<file path="src/rtl/id_ex_stage_if.sv">
// ---------------------------------------------------------------------------
// id_ex_stage_if
//   Decode-to-execute bus carried into the ID/EX pipeline register.
//   master : the decode stage (drives every field)
//   slave  : id_ex_stage (samples every field)
//   Signals:
//     ID_Valid      decode presents a valid instruction
//     ID_Rs_Data    register-file read data, source 0
//     ID_Rt_Data    register-file read data, source 1
//     ID_Imm        sign-extended immediate
//     ID_Use_Imm    1: ALU operand 1 comes from the immediate
//     ID_Rs_Addr    source 0 register index
//     ID_Rt_Addr    source 1 register index
//     ID_Rd_Addr    destination register index
//     ID_ALU_Sel    ALU operation code
//     ID_Reg_Write  instruction writes Rd
// ---------------------------------------------------------------------------
interface id_ex_stage_if #(
  parameter int DATA_W = 32,
  parameter int ADDR_W = 5,
  parameter int SEL_W  = 3
);
  logic              ID_Valid;
  logic [DATA_W-1:0] ID_Rs_Data;
  logic [DATA_W-1:0] ID_Rt_Data;
  logic [DATA_W-1:0] ID_Imm;
  logic              ID_Use_Imm;
  logic [ADDR_W-1:0] ID_Rs_Addr;
  logic [ADDR_W-1:0] ID_Rt_Addr;
  logic [ADDR_W-1:0] ID_Rd_Addr;
  logic [SEL_W-1:0]  ID_ALU_Sel;
  logic              ID_Reg_Write;

  modport master (
    output ID_Valid, ID_Rs_Data, ID_Rt_Data, ID_Imm, ID_Use_Imm,
           ID_Rs_Addr, ID_Rt_Addr, ID_Rd_Addr, ID_ALU_Sel, ID_Reg_Write
  );

  modport slave (
    input  ID_Valid, ID_Rs_Data, ID_Rt_Data, ID_Imm, ID_Use_Imm,
           ID_Rs_Addr, ID_Rt_Addr, ID_Rd_Addr, ID_ALU_Sel, ID_Reg_Write
  );
endinterface

</file>
<file path="src/rtl/id_ex_stage.sv">
// ---------------------------------------------------------------------------
// id_ex_stage
//   ID/EX pipeline register with operand forwarding that drives the ALU.
//   Captures the decoded instruction, resolves RAW hazards against the
//   EX/MEM and MEM/WB stages, and supports stall and flush.
//
//   Ports:
//     clk, rst            clock, synchronous active-high reset
//     id                  decode bus (id_ex_stage_if.slave)
//     Stall, Flush        hold / kill the instruction held in EX
//     EXM_*               EX/MEM producer: write enable, destination, result
//     MWB_*               MEM/WB producer: write enable, destination, data
//     ALU_In_0, ALU_In_1  forwarded operands (operand 1 may be the immediate)
//     ALU_Sel             registered ALU operation
//     EX_Valid            EX holds a live instruction
//     EX_Rd_Addr          registered destination
//     EX_Reg_Write        registered write enable, gated by EX_Valid
//     Fwd_Sel_0/1         debug: 00 none, 01 MEM/WB, 10 EX/MEM
// ---------------------------------------------------------------------------
module id_ex_stage #(
  parameter int DATA_W = 32,
  parameter int ADDR_W = 5,
  parameter int SEL_W  = 3
) (
  input  logic              clk,
  input  logic              rst,
  id_ex_stage_if.slave      id,
  input  logic              Stall,
  input  logic              Flush,
  input  logic              EXM_Reg_Write,
  input  logic [ADDR_W-1:0] EXM_Rd_Addr,
  input  logic [DATA_W-1:0] EXM_Result,
  input  logic              MWB_Reg_Write,
  input  logic [ADDR_W-1:0] MWB_Rd_Addr,
  input  logic [DATA_W-1:0] MWB_Result,
  output logic [DATA_W-1:0] ALU_In_0,
  output logic [DATA_W-1:0] ALU_In_1,
  output logic [SEL_W-1:0]  ALU_Sel,
  output logic              EX_Valid,
  output logic [ADDR_W-1:0] EX_Rd_Addr,
  output logic              EX_Reg_Write,
  output logic [1:0]        Fwd_Sel_0,
  output logic [1:0]        Fwd_Sel_1
);

  localparam logic [1:0] FWD_NONE = 2'b00;
  localparam logic [1:0] FWD_MWB  = 2'b01;
  localparam logic [1:0] FWD_EXM  = 2'b10;

  typedef struct packed {
    logic              valid;
    logic              reg_write;
    logic              use_imm;
    logic [SEL_W-1:0]  alu_sel;
    logic [ADDR_W-1:0] rs_addr;
    logic [ADDR_W-1:0] rt_addr;
    logic [ADDR_W-1:0] rd_addr;
    logic [DATA_W-1:0] rs_data;
    logic [DATA_W-1:0] rt_data;
    logic [DATA_W-1:0] imm;
  } ex_reg_t;

  ex_reg_t ex_q;
  ex_reg_t ex_d;

  logic [DATA_W-1:0] rs_fwd;
  logic [DATA_W-1:0] rt_fwd;
  logic [1:0]        fwd_sel_0;
  logic [1:0]        fwd_sel_1;

  // A producer matches when it writes back a non-zero register equal to src.
  // r0 is hardwired to zero, so it is never a forwarding target.
  function automatic logic producer_hit(input logic              we,
                                        input logic [ADDR_W-1:0] rd,
                                        input logic [ADDR_W-1:0] src);
    return we && (rd != '0) && (rd == src);
  endfunction

  // Forwarding mux: EX/MEM is younger, so it wins over MEM/WB. A bubble in EX
  // never forwards, and operand 1 ignores forwarding when the immediate is used.
  // NOTE: every always_comb output gets a default first so no path leaves it
  // unassigned, which would otherwise infer a latch.
  always_comb begin
    rs_fwd    = ex_q.rs_data;
    fwd_sel_0 = FWD_NONE;
    rt_fwd    = ex_q.rt_data;
    fwd_sel_1 = FWD_NONE;

    if (ex_q.valid) begin
      if (producer_hit(EXM_Reg_Write, EXM_Rd_Addr, ex_q.rs_addr)) begin
        rs_fwd    = EXM_Result;
        fwd_sel_0 = FWD_EXM;
      end else if (producer_hit(MWB_Reg_Write, MWB_Rd_Addr, ex_q.rs_addr)) begin
        rs_fwd    = MWB_Result;
        fwd_sel_0 = FWD_MWB;
      end

      if (!ex_q.use_imm) begin
        if (producer_hit(EXM_Reg_Write, EXM_Rd_Addr, ex_q.rt_addr)) begin
          rt_fwd    = EXM_Result;
          fwd_sel_1 = FWD_EXM;
        end else if (producer_hit(MWB_Reg_Write, MWB_Rd_Addr, ex_q.rt_addr)) begin
          rt_fwd    = MWB_Result;
          fwd_sel_1 = FWD_MWB;
        end
      end
    end
  end

  // Next-state: Flush > Stall > load (reset is applied in the flop).
  always_comb begin
    ex_d = ex_q;

    if (Flush) begin
      // Bubble: the remaining fields are don't-care once valid/write are low.
      ex_d.valid     = 1'b0;
      ex_d.reg_write = 1'b0;
    end else if (Stall) begin
      // A producer may retire while we are stalled; capture whatever is being
      // forwarded now so the operand survives the stall. Addresses are kept.
      if (fwd_sel_0 != FWD_NONE) ex_d.rs_data = rs_fwd;
      if (fwd_sel_1 != FWD_NONE) ex_d.rt_data = rt_fwd;
    end else begin
      ex_d.valid     = id.ID_Valid;
      ex_d.reg_write = id.ID_Reg_Write & id.ID_Valid;
      ex_d.use_imm   = id.ID_Use_Imm;
      ex_d.alu_sel   = id.ID_ALU_Sel;
      ex_d.rs_addr   = id.ID_Rs_Addr;
      ex_d.rt_addr   = id.ID_Rt_Addr;
      ex_d.rd_addr   = id.ID_Rd_Addr;
      ex_d.rs_data   = id.ID_Rs_Data;
      ex_d.rt_data   = id.ID_Rt_Data;
      ex_d.imm       = id.ID_Imm;
    end
  end

  // NOTE: sequential state uses non-blocking assignments so every flop samples
  // pre-edge values regardless of process ordering.
  always_ff @(posedge clk) begin
    if (rst) ex_q <= '0;
    else     ex_q <= ex_d;
  end

  assign ALU_In_0     = rs_fwd;
  assign ALU_In_1     = ex_q.use_imm ? ex_q.imm : rt_fwd;
  assign ALU_Sel      = ex_q.alu_sel;
  assign EX_Valid     = ex_q.valid;
  assign EX_Rd_Addr   = ex_q.rd_addr;
  assign EX_Reg_Write = ex_q.reg_write & ex_q.valid;
  assign Fwd_Sel_0    = fwd_sel_0;
  assign Fwd_Sel_1    = fwd_sel_1;

endmodule

</file>
<file path="src/flat_wrapper.sv">
// flat-port wrapper written by rule: the top's interface ports become plain ports
module id_ex_stage_flat 
#(
  parameter int DATA_W = 32,
  parameter int ADDR_W = 5,
  parameter int SEL_W  = 3
)
  (clk, rst, Stall, Flush, EXM_Reg_Write, EXM_Rd_Addr, EXM_Result, MWB_Reg_Write, MWB_Rd_Addr, MWB_Result, ALU_In_0, ALU_In_1, ALU_Sel, EX_Valid, EX_Rd_Addr, EX_Reg_Write, Fwd_Sel_0, Fwd_Sel_1, id_ID_Valid, id_ID_Rs_Data, id_ID_Rt_Data, id_ID_Imm, id_ID_Use_Imm, id_ID_Rs_Addr, id_ID_Rt_Addr, id_ID_Rd_Addr, id_ID_ALU_Sel, id_ID_Reg_Write);
  id_ex_stage_if #(.DATA_W(DATA_W), .ADDR_W(ADDR_W), .SEL_W(SEL_W)) id_i ();
  input  logic clk;
  input  logic rst;
  input  logic Stall;
  input  logic Flush;
  input  logic EXM_Reg_Write;
  input  logic [ADDR_W-1:0] EXM_Rd_Addr;
  input  logic [DATA_W-1:0] EXM_Result;
  input  logic MWB_Reg_Write;
  input  logic [ADDR_W-1:0] MWB_Rd_Addr;
  input  logic [DATA_W-1:0] MWB_Result;
  output logic [DATA_W-1:0] ALU_In_0;
  output logic [DATA_W-1:0] ALU_In_1;
  output logic [SEL_W-1:0] ALU_Sel;
  output logic EX_Valid;
  output logic [ADDR_W-1:0] EX_Rd_Addr;
  output logic EX_Reg_Write;
  output logic [1:0] Fwd_Sel_0;
  output logic [1:0] Fwd_Sel_1;
  input wire logic [$bits(id_i.ID_Valid)-1:0] id_ID_Valid;
  input wire logic [$bits(id_i.ID_Rs_Data)-1:0] id_ID_Rs_Data;
  input wire logic [$bits(id_i.ID_Rt_Data)-1:0] id_ID_Rt_Data;
  input wire logic [$bits(id_i.ID_Imm)-1:0] id_ID_Imm;
  input wire logic [$bits(id_i.ID_Use_Imm)-1:0] id_ID_Use_Imm;
  input wire logic [$bits(id_i.ID_Rs_Addr)-1:0] id_ID_Rs_Addr;
  input wire logic [$bits(id_i.ID_Rt_Addr)-1:0] id_ID_Rt_Addr;
  input wire logic [$bits(id_i.ID_Rd_Addr)-1:0] id_ID_Rd_Addr;
  input wire logic [$bits(id_i.ID_ALU_Sel)-1:0] id_ID_ALU_Sel;
  input wire logic [$bits(id_i.ID_Reg_Write)-1:0] id_ID_Reg_Write;
  assign id_i.ID_Valid = id_ID_Valid;
  assign id_i.ID_Rs_Data = id_ID_Rs_Data;
  assign id_i.ID_Rt_Data = id_ID_Rt_Data;
  assign id_i.ID_Imm = id_ID_Imm;
  assign id_i.ID_Use_Imm = id_ID_Use_Imm;
  assign id_i.ID_Rs_Addr = id_ID_Rs_Addr;
  assign id_i.ID_Rt_Addr = id_ID_Rt_Addr;
  assign id_i.ID_Rd_Addr = id_ID_Rd_Addr;
  assign id_i.ID_ALU_Sel = id_ID_ALU_Sel;
  assign id_i.ID_Reg_Write = id_ID_Reg_Write;
  id_ex_stage #(.DATA_W(DATA_W), .ADDR_W(ADDR_W), .SEL_W(SEL_W)) u_core (.clk(clk), .rst(rst), .id(id_i), .Stall(Stall), .Flush(Flush), .EXM_Reg_Write(EXM_Reg_Write), .EXM_Rd_Addr(EXM_Rd_Addr), .EXM_Result(EXM_Result), .MWB_Reg_Write(MWB_Reg_Write), .MWB_Rd_Addr(MWB_Rd_Addr), .MWB_Result(MWB_Result), .ALU_In_0(ALU_In_0), .ALU_In_1(ALU_In_1), .ALU_Sel(ALU_Sel), .EX_Valid(EX_Valid), .EX_Rd_Addr(EX_Rd_Addr), .EX_Reg_Write(EX_Reg_Write), .Fwd_Sel_0(Fwd_Sel_0), .Fwd_Sel_1(Fwd_Sel_1));
endmodule
</file>
<file path="config.mk">
export PLATFORM = sky130hd
export DESIGN_NAME = id_ex_stage_flat
export DESIGN_NICKNAME = d
export VERILOG_FILES = /design/src/rtl/id_ex_stage_if.sv /design/src/rtl/id_ex_stage.sv /design/src/flat_wrapper.sv
export SDC_FILE = /design/constraint.sdc
export NUM_CORES = 1
export LEC_CHECK = 0
export CORE_MARGIN = 3
export CORE_UTILIZATION = 49
export DETAILED_ROUTE_END_ITERATION = 16
export GPL_TIMING_DRIVEN = 0
export HOLD_SLACK_MARGIN = 0.02
export PLACE_DENSITY = 0.93
export SLEW_MARGIN = 0
export SYNTH_ARGS = -nofsm -noshare
export SYNTH_HDL_FRONTEND = slang
export SYNTH_SLANG_ARGS = --single-unit
export TNS_END_PERCENT = 30
</file>
<file path="constraint.sdc">
create_clock -name clk -period 7.4 [get_ports clk]
set_input_delay 2.22 -clock clk [delete_from_list [all_inputs] [get_ports clk]]
set_output_delay 2.22 -clock clk [all_outputs]
set_load 0.03 [all_outputs]
</file>
==> flow_summary_export.csv, run 1 <==
group,metric,value,unit
final_layout,drive_above_1_share,0.0872,
logic_synthesis,ys_ff_latch,117,
die,num_io_pins,275,
sta,finClkSkew,7.24,ps
die,die_x,129,µm
grt,grt_max_degree,17,
logic_synthesis,synth_cell_types,48,
die,placeableCoreArea,0.0146,mm²
placed_design,post-dp-hpwl,24200,µm
grt,grt_use_total,0.369,
logic_synthesis,syn_area_per_cell,7.69,µm²
critical_path,r2r_slack,4860,ps
die,die_area,0.0165,mm²
die,start_util,0.504,
sta,hold_viol_final,0,
power_and_ir_drop,p_clk_frac,0.438,
power_and_ir_drop,p_seq_frac,0.344,
grt,grt_remaining_overflow,0,
detailed_routing,ant_nets,0,
critical_path,crit_end,"ALU_In_0[1]",
critical_path,path_class,"input port to primary output",
power_and_ir_drop,cellLeakagePower,4.01,nW
sta,worst_slew_pin_slew,851,ps
logic_synthesis,netlist_area,0.00736,mm²
clock_tree,clockBufferDepth,2,
sta,relSlewSlack,0.431,
detailed_routing,drtIter0Drc,1439,
final_layout,multi_input_area,0.00444,mm²
detailed_routing,viasPerCell,6.48,
sta,setup_tns,-524,ps
power_and_ir_drop,power.switching,0.000561,W
logic_synthesis,async_reset_ff_frac,0,
clock_tree,cts-root-buf,"clkbuf_16",
clock_tree,cts_sinks,117,
sta,rsz0062_at_grt,"true",
critical_path,critPathMaxFanout,10,
die,die_h,129,µm
logic_synthesis,ys_warn_count,0,
power_and_ir_drop,p_sw_frac,0.280,
critical_path,r2r_start,"u_core.EX_Valid$_SDFFE_PP0N_",
critical_path,arrival,5320,ps
power_and_ir_drop,peakVddDrop,0.000165,V
grt,antenna_found_initial,1,
critical_path,start_kind,"input port",
critical_path,cp.required,5180,ps
die,rows,44,
final_layout,fillCellCount,1063,
final_layout,fin_util,0.750,
placed_design,gp_routability_congestion,0.938,
job,drv_cap,0,
outcome,violations,"negative setup slack",
detailed_routing,routed_wl,31900,µm
logic_synthesis,syn_nets,1154,
detailed_routing,wl_per_cell,22.1,µm
clock_tree,path_clk_slew,50,ps
logic_synthesis,synth_seq_area_share,0.318,
power_and_ir_drop,combPwrFrac,0.218,
detailed_routing,drt_first_pass_iters,8,
clock_tree,cts_tree,"yes",
placed_design,port-buffer-count,273,
detailed_routing,num_vias,9376,
grt,grt_pass1_wl,47700,µm
critical_path,ff2ff_path_depth,7,
power_and_ir_drop,internal_power,0.00145,W
grt,grt_pass1_vias,8862,
final_layout,nets,1446,
critical_path,end_kind,"primary output",
sta,period_share,1.02,
power_and_ir_drop,p_per_area,183,mW/mm²
worst_hold_path,hold_path.class,"flop to flop",
sta,setup_viol,9,
logic_synthesis,ys.flop_type,"dfxtp_1",
critical_path,r2r_end,"u_core.ex_q[54]$_SDFFE_PP0P_",
sta,layout_min_cycle_time,7540,ps
detailed_routing,drc,0,
logic_synthesis,synth-edff-count,0,
clock_tree,h-tree-depth,4,
sta,setup_ws,-142,ps
final_layout,register_area,0.00234,mm²
sta,drv_slew,0,
sta,fmax,133,MHz
logic_synthesis,syn_inst,957,
critical_path,startpoint,"EXM_Rd_Addr[1]",
outcome,run_status,"complete, but fails checks",
clock_tree,clk_latency,430,ps
clock_tree,cts_hold_buf,0,
final_layout,synthToLayoutAreaGrowth,48.7,%
clock_tree,cts_inserted_buffers,17,
-- worst min path at each step --
stage                                        endpoint                               from  cells past startpoint  slack [ps]
global placement    u_core.EX_Rd_Addr[2]$_SDFFE_PP0P_  u_core.EX_Rd_Addr[2]$_SDFFE_PP0P_                      2         440
finish              u_core.EX_Rd_Addr[0]$_SDFFE_PP0P_  u_core.EX_Rd_Addr[0]$_SDFFE_PP0P_                      2         460
detailed placement     u_core.ALU_Sel[2]$_SDFFE_PP0P_     u_core.ALU_Sel[2]$_SDFFE_PP0P_                      2         450
CTS                      u_core.ex_q[26]$_SDFFE_PP0P_       u_core.ex_q[26]$_SDFFE_PP0P_                      2         460
global route             u_core.ex_q[21]$_SDFFE_PP0P_       u_core.ex_q[21]$_SDFFE_PP0P_                      2         480
floorplan                 u_core.ex_q[0]$_SDFFE_PP0P_        u_core.ex_q[0]$_SDFFE_PP0P_                      2         440
-- stage by stage --
stage	area [µm²]	instances	power, W	hold WS (ps)	worst slack (ps)
2_1_floorplan	7360	957	0.000911	436	1080
3_5_place_dp	10300	1414	0.00114	448	-429
5_1_grt	10900	1447	0.00206	480	-193
3_3_place_gp	10300	1414	0.00113	443	-372
4_1_cts	10900	1446	0.00199	456	-73.6
6_report	10900	1447	0.00201	458	-142
-- timing repair --
action	4_1_cts	5_1_grt
gates resized for setup	49	78
pin swaps	1	0
setup buffers	1	0
setup endpoints to repair	65	58
-- cells by family (layout without fill, tap and decap cells) --
| group | after synthesis | count (layout) | share of synthesized area |
|---|---|---|---|
| simple gates | 291 | 291 | 0.188 |
| compound gates | 379 | 379 | 0.382 |
| other cells | 0 | 1 | 0 |
| buf+inv | 150 | 455 | 0.0882 |
| flops | 117 | 117 | 0.318 |
| xor+xnor | 20 | 20 | 0.0238 |
-- power groups by stage --
| stage | clock [W] | sequential [W] | combinational (W) |
|---|---|---|---|
| 6_report | 0.000879 | 0.000691 | 0.000438 |
| 2_1_floorplan | 0 | 0.000695 | 0.000215 |
| 4_1_cts | 0.000873 | 0.000689 | 0.000431 |
| 3_5_place_dp | 0 | 0.000702 | 0.000435 |
| 5_1_grt | 0.000903 | 0.000694 | 0.000462 |
| 3_3_place_gp | 0 | 0.000700 | 0.000430 |
-- sequential cells by signal, summed over array words and instances (netlist names) --
signal             flops
u_core.ex_q          108
u_core.EX_Rd_Addr      5
u_core.ALU_Sel         3
u_core.EX_Valid        1
-- synth_stat cells (24+ instances only) --
library cell  instances  share of area
a41oi_1              31          0.037
a21boi_0             32          0.033
or3_1                27          0.023
nor4_1               32          0.027
a221oi_1             32          0.038
clkbuf_1             68          0.035
o221a_1              30          0.046
nor2_1               40          0.020
a211oi_1             32          0.033
a21oi_1              85          0.058
o2bb2ai_1            32          0.038
o21ai_0              26          0.018
buf_2                24          0.016
o211ai_1             31          0.032
nand2_1             107          0.055
nor3_1               66          0.045
dfxtp_1             117           0.32
inv_1                33          0.017
o21a_1               32          0.033
-- layout by cell type, fill, tap and decap left out, types with 3 or more instances in the layout --
cell type	netlist	layout
buf_4	9	10
a21oi_1	85	85
buf_6	3	3
o221a_1	30	30
clkdlybuf4s50_1	0	214
nand2_1	107	107
dlygate4sd2_1	0	13
a41oi_1	31	26
xor2_1	4	4
dlymetal6s2s_1	0	21
clkbuf_16	0	17
bufinv_16	0	4
inv_1	33	33
o22ai_1	6	6
a21boi_0	32	32
clkbuf_2	0	26
a211oi_1	32	32
a221oi_1	32	32
buf_1	12	8
or4_1	3	3
or3_1	27	27
clkbuf_1	68	70
o21ai_0	26	26
o211ai_1	31	31
nor2_1	40	38
dfxtp_1	117	117
clkinv_2	0	3
nor3_1	66	66
nand3_1	4	4
o21a_1	32	32
o2bb2ai_1	32	32
nor4_1	32	31
a41oi_2	0	5
xnor2_1	16	16
buf_2	24	27
-- cell type report --
type,instances,area share
multi-input cells,690,0.406
diodes,1,0.000229
clock inverters,9,0.0137
inverters,34,0.0117
clock buffers,23,0.0428
plain buffers,115,0.0481
flip-flops and latches,117,0.214
well taps,184,0.0210
repair buffers,274,0.242
-- worst max-delay path: stages --
cell	delay [ps]
clkdlybuf4s50_1	480
or4_1	620
o211ai_4	320
buf_2	280
nor4_1	80
a41oi_1	410
o21a_1	230
clkdlybuf4s50_1	680
-- layer usage --
layer | up-vias | global-route usage | wire length, µm
li1 | 4205 | - | -
met1 | 4269 | 0.465 | 11700
met2 | 760 | 0.582 | 14500
met3 | 139 | 0.101 | 4140
met4 | 3 | 0.187 | 1570
met5 | - | 0 | 34
Note: power is estimated with default switching activity, not from simulation.
==> run 2: changes to the inputs <==
CORE_UTILIZATION = 50   (was 49)
DONT_BUFFER_PORTS = 1   (was default)
PLACE_DENSITY = 0.71   (was 0.93)
==> run 2 against run 1 <==
Compared with the run above:
- the flow now finishes without violations
- combinational power fell by 37%
- sequential power hardly changed
- final cell count fell by 19%
- sequential share of layout area up 7.3 points
- non-clock buffer count down 273
- total power down 12%
- core utilization fell by 17 points
- highest routed layer unchanged
==> flow_summary_export.csv, run 2 (synthesis results as in run 1) <==
group,metric,value,unit
outcome,run_status,"finished clean",
critical_path,r2r_end,"u_core.ex_q[45]$_SDFFE_PP0P_",
sta,fmax,145,MHz
worst_hold_path,hold_end,"u_core.ALU_Sel[2]$_SDFFE_PP0P_",
final_layout,instances_no_fill,1173,
critical_path,r2r_slack,4490,ps
detailed_routing,drc,0,
sta,setup_ws,506,ps
power_and_ir_drop,p_per_area,216,mW/mm²
grt,grt_use_total,0.343,
critical_path,cp.required,5180,ps
detailed_routing,drtIter0Drc,921,
clock_tree,path_clk_slew,50,ps
sta,period_share,0.932,
sta,drv_slew,0,
die,placeableCoreArea,0.0141,mm²
detailed_routing,wl_per_cell,25.0,µm
sta,finClkSkew,7.32,ps
grt,grt_pass1_vias,7234,
grt,grt_max_degree,17,
sta,layout_min_cycle_time,6890,ps
placed_design,post-dp-hpwl,22200,µm
final_layout,drive_above_1_share,0.0728,
clock_tree,cts_resized,0,
worst_hold_path,hold_path.class,"flop to flop",
detailed_routing,routed_wl,29300,µm
power_and_ir_drop,peakVddDrop,0.000157,V
clock_tree,h-tree-depth,4,
critical_path,critPathMaxFanout,10,
clock_tree,clk_latency,420,ps
critical_path,end_kind,"primary output",
critical_path,path_class,"input port to primary output",
final_layout,nets,1173,
critical_path,arrival,4670,ps
clock_tree,clockBufferDepth,2,
detailed_routing,ant_nets,0,
detailed_routing,viasPerCell,6.78,
grt,grt_remaining_overflow,0,
die,die_area,0.0162,mm²
clock_tree,cts_inserted_buffers,17,
placed_design,port-buffer-count,0,
clock_tree,cts_tree,"yes",
critical_path,r2r_start,"u_core.EX_Valid$_SDFFE_PP0N_",
die,die_h,127,µm
die,start_util,0.520,
job,drv_cap,0,
final_layout,synthToLayoutAreaGrowth,10.7,%
sta,rsz0062_at_grt,"false",
placed_design,gp_routability_congestion,0.936,
die,die_x,127,µm
grt,antenna_found_initial,5,
final_layout,mostFrequentLayoutCells,"117 x dfxtp_1, 107 x nand2_1, 85 x a21oi_1, 71 x clkbuf_1, 66 x nor3_1",
clock_tree,cts_sinks,117,
power_and_ir_drop,cellLeakagePower,2.48,nW
final_layout,layout_commonest_cell,"dfxtp_1",
detailed_routing,drt_first_pass_iters,7,
grt,grt_pass1_wl,43200,µm
critical_path,ff2ff_path_depth,7,
critical_path,start_kind,"input port",
final_layout,largest_reg_flops,108,
clock_tree,cts_setup_buffers,0,
worst_hold_path,hold_depth,2,
final_layout,regMostFlops,"u_core.ex_q",
placed_design,pre_cts_ws,538,ps
clock_tree,cts-root-buf,"clkbuf_16",
die,num_io_pins,275,
clock_tree,cts_hold_buf,0,
sta,holdWs,454,ps
sta,relSlewSlack,0.272,
sta,setup_tns,0,ps
sta,hold_viol_final,0,
die,rows,43,
final_layout,fin_util,0.576,
sta,setup_viol,0,
sta,worst_slew_pin_slew,1080,ps
critical_path,startpoint,"EXM_Rd_Addr[2]",
placed_design,place_inst,1137,
detailed_routing,num_vias,7956,
worst_hold_path,hp-start,"u_core.ALU_Sel[2]$_SDFFE_PP0P_",
-- run 2: changes by cell type in the layout (fill, tap and decap cells not counted), moves of 4 or more --
cell,change
clkdlybuf4s50_1,-214
dlymetal6s2s_1,-21
dlygate4sd2_1,-13
buf_1,+4
a41oi_1,+5
clkbuf_2,-26
a41oi_2,-5
-- run 2: power by group --
group | leakage (nW) | internal [W] | switching [W]
registers | 0.959 | 0.000665 | 0.0000260
clock network | 0.269 | 0.000485 | 0.000309
logic | 1.25 | 0.0000874 | 0.000186
total | 2.48 | 0.00124 | 0.000521
-- run 2: through the flow --
step | power [W] | instance area (µm²)
after CTS | 0.00175 | 8140
after detailed placement | 0.000970 | 7580
after global placement | 0.000966 | 7580
after floorplan | 0.000911 | 7360
final | 0.00176 | 8150
after global routing | 0.00181 | 8140
-- run 2: worst max-delay path by stage --
stage / slack, ps / to / depth (start not counted)
floorplan: 1080 / ALU_In_1[23] / 7
global placement: 530 / ALU_In_1[19] / 6
detailed placement: 540 / ALU_In_1[19] / 6
CTS: 520 / ALU_In_1[19] / 6
global route: 360 / ALU_In_1[19] / 6
finish: 510 / ALU_In_1[21] / 6
-- run 2: per-layer routing --
layer,track usage,vias to the layer above,share of wire
li1,-,3659,-
met1,0.464,3678,0.41
met2,0.514,538,0.44
met3,0.116,75,0.12
met4,0.114,6,0.031
met5,0,-,0.00075
-- run 2: cell type report --
cell class | count | area, µm²
diodes | 4 | 10.0
plain buffers | 116 | 522
clock buffers | 23 | 478
clock inverters | 9 | 77.6
fillers | 1384 | 6000
inverters | 34 | 128
multi-input cells | 690 | 4370
flip-flops and latches | 117 | 2340
well taps | 180 | 225
-- run 2: critical path, cell delays in order --
cell and delay (ps):
xnor2_1 120, nand3_1 140, nor4_1 850, clkbuf_1 450, a221oi_1 190, o2bb2ai_1 690
